--- config.mk ---
export PLATFORM = sky130hd
export DESIGN_NAME = bcd_scan_counter
export DESIGN_NICKNAME = d
export VERILOG_FILES = /design/src/rtl/bcd_disp_pkg.sv /design/src/rtl/bcd_digit_cell.sv /design/src/rtl/bcd_scan_counter.sv
export SDC_FILE = /design/constraint.sdc
export NUM_CORES = 1
export LEC_CHECK = 0
export CAP_MARGIN = 10
export CORE_MARGIN = 3
export CORE_UTILIZATION = 50
export CTS_CLUSTER_DIAMETER = 50
export DETAILED_ROUTE_END_ITERATION = 16
export PLACE_DENSITY = 0.77
export SETUP_SLACK_MARGIN = 0.1
export SLEW_MARGIN = 30
export SYNTH_ARGS = -nofsm -noshare
export SYNTH_HDL_FRONTEND = slang
export SYNTH_HIERARCHICAL = 1
export SYNTH_SLANG_ARGS = --single-unit
--- constraint.sdc ---
create_clock -name clk -period 3.5 [get_ports clk]
set_input_delay 0.525 -clock clk [delete_from_list [all_inputs] [get_ports clk]]
set_output_delay 0.525 -clock clk [all_outputs]
set_load 0.02 [all_outputs]
--- src/rtl/bcd_disp_pkg.sv ---
// bcd_disp_pkg: BCD digit definitions shared by the scan counter and the 7-segment decoder
package bcd_disp_pkg;
   localparam int DIGIT_W = 4;
   localparam logic [DIGIT_W-1:0] BCD_MAX = 4'd9;
   typedef logic [DIGIT_W-1:0] bcd_digit_t;
endpackage

--- src/rtl/bcd_digit_cell.sv ---
// bcd_digit_cell: one BCD decade with carry/borrow out for chaining
module bcd_digit_cell
   import bcd_disp_pkg::*;
(
   input  logic       clk,
   input  logic       rst_n,
   input  logic       clear,
   input  logic       load,
   input  bcd_digit_t load_digit,
   input  logic       step_in,
   input  logic       up,
   output bcd_digit_t digit,
   output logic       step_out
);
   assign step_out = step_in & (up ? digit == BCD_MAX : digit == '0);
   always_ff @(posedge clk) begin
      if (!rst_n || clear)
         digit <= '0;
      else if (load)
         digit <= load_digit > BCD_MAX ? '0 : load_digit;
      else if (step_in)
         digit <= up ? (digit == BCD_MAX ? '0 : digit + 1'b1) : (digit == '0 ? BCD_MAX : digit - 1'b1);
   end
endmodule

--- src/rtl/bcd_scan_counter.sv ---
// bcd_scan_counter: BCD up/down counter with multiplexed digit scan output.
// Define BCD_SCAN_LEADING_ZERO_BLANK_EN to blank leading-zero digits.
module bcd_scan_counter
   import bcd_disp_pkg::*;
#(
   parameter int DIGITS   = 4,
   parameter int SCAN_DIV = 1000
) (
   input  logic                  clk,
   input  logic                  rst_n,
   input  logic                  clear,
   input  logic                  load,
   input  logic [4*DIGITS-1:0]   load_val,
   input  logic                  en,
   input  logic                  up,
   output logic [4*DIGITS-1:0]   count,
   output logic                  wrap,
   output logic [3:0]            bcd,
   output logic [DIGITS-1:0]     dig_sel
);
   localparam int PW = SCAN_DIV > 1 ? $clog2(SCAN_DIV) : 1;
   localparam int SW = DIGITS > 1 ? $clog2(DIGITS) : 1;
   logic [PW-1:0] pre;
   logic [SW-1:0] idx;
   logic [DIGITS:0] c;
   logic tc;
   logic [DIGITS-1:0] onehot;
   bcd_digit_t d [DIGITS];
   assign c[0] = en;
   for (genvar i = 0; i < DIGITS; i++) begin : g_cell
      bcd_digit_cell u_cell (
         .clk        (clk),
         .rst_n      (rst_n),
         .clear      (clear),
         .load       (load),
         .load_digit (load_val[4*i +: 4]),
         .step_in    (c[i]),
         .up         (up),
         .digit      (d[i]),
         .step_out   (c[i+1])
      );
      assign count[4*i +: 4] = d[i];
   end
   assign tc = pre == PW'(SCAN_DIV - 1);
   always_ff @(posedge clk) begin
      if (!rst_n) begin
         pre  <= '0;
         idx  <= '0;
         wrap <= 1'b0;
      end else begin
         pre  <= tc ? '0 : pre + 1'b1;
         if (tc)
            idx <= idx == SW'(DIGITS - 1) ? '0 : idx + 1'b1;
         wrap <= c[DIGITS] & ~clear & ~load;
      end
   end
   assign bcd    = d[idx];
   assign onehot = DIGITS'(1) << idx;
`ifdef BCD_SCAN_LEADING_ZERO_BLANK_EN
   logic [DIGITS-1:0] lz;
   // lz[i]: digit i and every digit above it are zero
   always_comb begin
      lz = '0;
      lz[DIGITS-1] = d[DIGITS-1] == '0;
      for (int i = DIGITS - 2; i >= 0; i--) lz[i] = lz[i+1] & (d[i] == '0);
   end
   assign dig_sel = (idx != '0 && lz[idx]) ? '0 : onehot;
`else
   assign dig_sel = onehot;
`endif
endmodule

After elaboration in Yosys (flattened, before gate mapping)
Cells that the tools add are included.
{"block": "op_classes", "addsub": 10, "magnitude_cmp": 5, "eq_ne": 6, "n_shift": 1, "n_mux": 32, "bitwise": 10, "reduce_logical": 11}
{"cell": "two-way mux 4 bit", "n": 26}
{"cell": "adder 4 x 1 -> 4 bit, second input constant", "n": 4}
{"cell": "equality test 4 bit, second input constant", "n": 4}
{"cell": "greater-than comparator 4 bit, second input constant", "n": 4}
{"cell": "zero test 4 bit", "n": 4}
{"cell": "subtractor 4 x 1 -> 4 bit, second input constant", "n": 4}
{"cell": "adder 10 x 1 -> 10 bit, second input constant", "n": 1}
{"cell": "equality test 10 bit, second input constant", "n": 1}
{"cell": "binary-select mux 4 bit (select 2 bit)", "n": 1}
{"cell": "nonzero test 2 bit", "n": 4}
{"cell": "bitwise AND 1 bit", "n": 6}
{"cell": "two-way mux 1 bit", "n": 4}
{"cell": "<< shifter 1 x 2 -> 4 bit, first input constant", "n": 1}
{"cell": ">= comparator 3 bit, second input constant", "n": 1}
{"cell": "inverter 1 bit", "n": 3}
{"cell": "inverter 2 -> 3 bit", "n": 1}
{"cell": "adder 2 x 1 -> 2 bit, second input constant", "n": 1}
{"cell": "equality test 2 bit, second input constant", "n": 1}
{"cell": "two-way mux 2 bit", "n": 1}
{"cell": "OR reduction 2 bit", "n": 1}
{"cell": "zero test 1 bit", "n": 1}
{"cell": "logical OR 1 bit", "n": 1}
{"block": "word_totals", "reg_bits": 29, "inputBits": 22}

Longest topological paths before layout
{"block": "depth", "depth_word": 8, "depth_mapped": 12, "depth_no_buf": 11}

Hierarchy
Netlist, hierarchy kept.
{"module": "bcd_digit_cell", "n_inst": 4, "cells_per_inst": 54, "area_each_um2": 432.9, "seq_area_each_um2": 80.1}
{"module": "bcd_scan_counter", "n_inst": 1, "cells_per_inst": 72, "area_each_um2": 701.9, "seq_area_each_um2": 260.2}

Worst setup path before layout
Ideal clock, no wire load.
{"block": "synth_path", "kind": "input to register", "from": "input port up", "to": "register g_cell[3].u_cell.digit[2]", "setup_time_ps": 70, "arrival_ps": 2798, "slack_ps": 632, "stages": 11, "path_buffers": 1, "path_cell_list": "buf_6 or3_2 a21oi_1 nand2_1 a21oi_1 nand2_1 a21oi_1 and2b_2 a21oi_1 a311o_1 a21oi_1"}
{"block": "synth_via", "elab_chain_len": 5, "word_cells_on_any_way": 10, "cone_classes": "mux (6); bitwise (3); reduce/logical (1)"}
{"element": "start: declaration", "line": "bcd_scan_counter.sv:15", "source": "input logic up,"}
{"element": "two-way mux 1 bit", "line": "bcd_digit_cell.sv:15", "source": "assign step_out = step_in & (up ? digit == BCD_MAX : digit == '0);"}
{"element": "bitwise AND 1 bit", "line": "bcd_digit_cell.sv:15"}
{"element": "net c[1]", "line": "bcd_scan_counter.sv:25", "source": "logic [DIGITS:0] c;"}
{"element": "bitwise AND 1 bit", "line": "bcd_digit_cell.sv:15"}
{"element": "net c[2]", "line": "bcd_scan_counter.sv:25"}
{"element": "bitwise AND 1 bit", "line": "bcd_digit_cell.sv:15"}
{"element": "net c[3]", "line": "bcd_scan_counter.sv:25"}
{"element": "nonzero test 2 bit (no line)"}
{"element": "end signal: assignment", "line": "bcd_digit_cell.sv:20", "source": "digit <= load_digit > BCD_MAX ? '0 : load_digit;"}
{"element": "end signal: assignment", "line": "bcd_digit_cell.sv:22", "source": "digit <= up ? (digit == BCD_MAX ? '0 : digit + 1'b1) : (digit == '0 ? BCD_MAX : digit - 1'b1);"}
{"element": "end: declaration", "line": "bcd_digit_cell.sv:12", "source": "output bcd_digit_t digit,"}
The timed path passes the listed nets, and every way through them passes these cells. The select of a mux whose other input is x is not followed.
A chain may end at the register's enable or synchronous reset.

Worst setup path in the final report
Same ends and word-level chain as after synthesis.

==> flow_metrics.py <==
metrics = {
    "cts": {
        "cts_tree": "done",
        "numCtsBuffers": 5,
        "cts-root-buf": "clkbuf_8",
        "cts_hold_buf": 0,
        "clk_pin_slew_ns": 0.06,
        "clockBufferDepth": 2,
        "post_cts_resized": 0,
        "postCtsSetupBuffers": 0,
        "clock_sinks": 29,
        "clk_latency_ns": 0.28,
        "ctsHtreeMaxLevel": 2,
    },
    "logic_synthesis": {
        "synth_top_family_by_area": "simple AND/OR/NAND/NOR gates",
        "synthTopCellsByArea": "dfxtp_1, a21oi_1, buf_6, nand3_1, nor2_1",
        "synth_compound_area_share_pct": 22.1,
        "synthArstFlopShare_pct": 0,
        "yosysWarningCount": 6,
        "synthAdderAreaFrac_pct": 2.57,
        "synth_top_area_share_pct": 23.9,
        "synth.most_common_cell": "a21oi_1",
        "yosys.area_share.simple_pct": 29.3,
        "synth.distinct_cells": 41,
        "ys_seq_area_share_pct": 23.9,
        "syn_nets": 315,
        "yosys.area_share.xor_xnor_pct": 6.12,
        "netlist_area_mm2": 0.00243,
        "synth_area_per_cell_um2": 8.45,
        "synth_mux_area_share_pct": 5.35,
        "ys.flop_type": "dfxtp_1",
        "synth_commonest_cells": "a21oi_1, dfxtp_1, nor2_1",
        "synth_edf_count": 0,
        "ys_ff_latch": 29,
        "synth_top_cell_by_area": "dfxtp_1",
        "syn_inst": 288,
    },
    "sta": {
        "setup_tns_ns": 0,
        "setup_ws_ns": 0.849,
        "relSlewSlack_pct": 61.8,
        "tightest_slew_ns": 0.571,
        "fmax_ghz": 0.377,
        "clock_skew_ns": 0.00588,
        "maxSlewViolCount": 0,
        "hold_viol_final": 0,
        "setup-violations-final": 0,
        "min_period_ns": 2.65,
        "rsz0062_at_grt": "false",
        "min_period_over_period_pct": 75.7,
    },
    "worst_setup_path": {
        "critPathMaxFanout": 35,
        "path_class": "input pin to flop",
        "required_ns": 3.71,
        "critPathArrivalTime_ns": 2.86,
        "start_kind": "input pin",
        "end_kind": "flop",
        "critPathLaunch": "up",
        "rr_startpoint": "g_cell[0].u_cell/digit[0]",
    },
    "floorplan": {
        "ios": 47,
        "die_h_um": 75.8,
        "core_area_mm2": 0.00453,
        "die_w_um": 75.8,
        "dieArea_mm2": 0.00574,
        "placement_rows": 24,
        "start_util_pct": 53.7,
    },
    "place": {
        "dp_slack_ns": 0.555,
        "place_area_mm2": 0.00278,
        "gp_congestion": 0.867,
        "hpwl_mm": 3.87,
        "io_buffers": 46,
    },
    "route": {
        "drt-initial-drc-count": 111,
        "ant_nets": 0,
        "wl_per_cell_um": 13.9,
        "vias": 2176,
        "routed_via_density": 5.64,
        "wl_mm": 5.37,
        "drc_errors": 0,
        "drt_pass1_iterations": 4,
    },
    "global_route": {
        "antenna_found_initial": 0,
        "grt_pass1_wl_mm": 9.08,
        "grt_max_degree": 42,
        "grt_pass1_vias": 1967,
        "grtUsageTotal_pct": 20.2,
        "grt-ovfl-total": 0,
    },
    "layout": {
        "num-fill-cells": 400,
        "antenna_cells": 0,
        "final_cell_area_mm2": 0.00286,
        "drive_gt1_share_pct": 16.8,
        "postLayoutCoreUtil_pct": 63.1,
        "finalNetCount": 347,
        "area_growth_pct": 17.6,
    },
    "run": {
        "max_cap_violations": 0,
    },
    "min_path": {
        "min_from": "pre[0]",
        "min_path_type": "flop to flop",
    },
    "power_and_ir_drop": {
        "p_per_area_mw_per_mm2": 278,
        "max-vdd-ir-drop_mv": 0.146,
        "p_leak_nw": 0.969,
    },
    "status": {
        "status": "finished clean",
    },
}
cell families after synthesis:
group / after synthesis
and+or+nand+nor: 129
xor gates and xnor gates: 17
AOI/OAI and AO/OA: 66
adders and majority gates: 5
DFF: 29
buffers and inverters: 34
muxes: 8
final timing paths:
path / endpoint / cells past startpoint / slack, ns
min reg2reg: pre[0] / 1 / 0.45
max: g_cell[3].u_cell/digit[2] / 13 / 0.85
max reg2reg: g_cell[3].u_cell/digit[2] / 11 / 1.03
min: pre[0] / 1 / 0.45
sequential cells by signal, summed over array words and instances, names as in the netlist:
| name | count |
|---|---|
| g_cell.u_cell/digit | 16 |
| pre | 10 |
| idx | 2 |
| wrap | 1 |
cell type report:
cell class / count / area [um^2] / area share (%)
multi-input cells: 225 / 1590 / 55.6
flip-flops and latches: 29 / 581 / 20.3
repair buffers: 51 / 498 / 17.4
well taps: 65 / 81.3 / 2.84
clock buffers: 6 / 72.6 / 2.53
inverters: 8 / 30.0 / 1.05
clock inverters: 2 / 10.0 / 0.350
per-layer routing:
layer	part of all wire, %	global-route usage [%]	wire, um	vias up
li1	-	-	-	1099
met1	46	28.2	2490	1009
met2	47	30.8	2550	59
met3	4.3	3.30	232	9
met4	1.7	8.54	93	0
met5	0	0	0	-
power by group:
part / internal [mW] / switching (mW)
Clock: 0.138 / 0.134
Sequential: 0.342 / 0.0250
Combinational: 0.0835 / 0.0750
layout by cell type (no fill, tap or decap), drive strengths merged, types with 5 or more instances in the layout:
cell type | netlist | layout
clkbuf | 2 | 6
o21ai | 5 | 5
clkdlybuf4s50 | 0 | 46
nand2 | 22 | 22
nor3 | 9 | 9
xor2 | 5 | 5
ha | 5 | 5
nor2 | 29 | 29
a21oi | 31 | 31
nand3 | 25 | 25
buf | 24 | 5
nand2b | 8 | 8
and2b | 8 | 8
or3 | 9 | 9
xnor2 | 12 | 12
inv | 8 | 8
dfxtp | 29 | 29
metrics by stage:
stage	total power [mW]	hold slack, ns	cells
after floorplan	0.482	0.413	288
after global placement	0.529	0.432	378
after detailed placement	0.532	0.440	378
after CTS	0.804	0.451	386
after global routing	0.839	0.474	386
final	0.796	0.446	386
worst max-delay path, cell delays in order:
cell	delay [ns]
clkdlybuf4s50_1	0.48
buf_4	0.33
nand3_1	0.12
a21oi_1	0.19
nand2_1	0.07
a21oi_1	0.18
nand2_1	0.07
a21oi_1	0.11
buf_4	0.15
and2b_2	0.20
a21oi_1	0.05
a311o_1	0.26
a21oi_1	0.12
No activity file was read; power rests on OpenSTA's default activity.
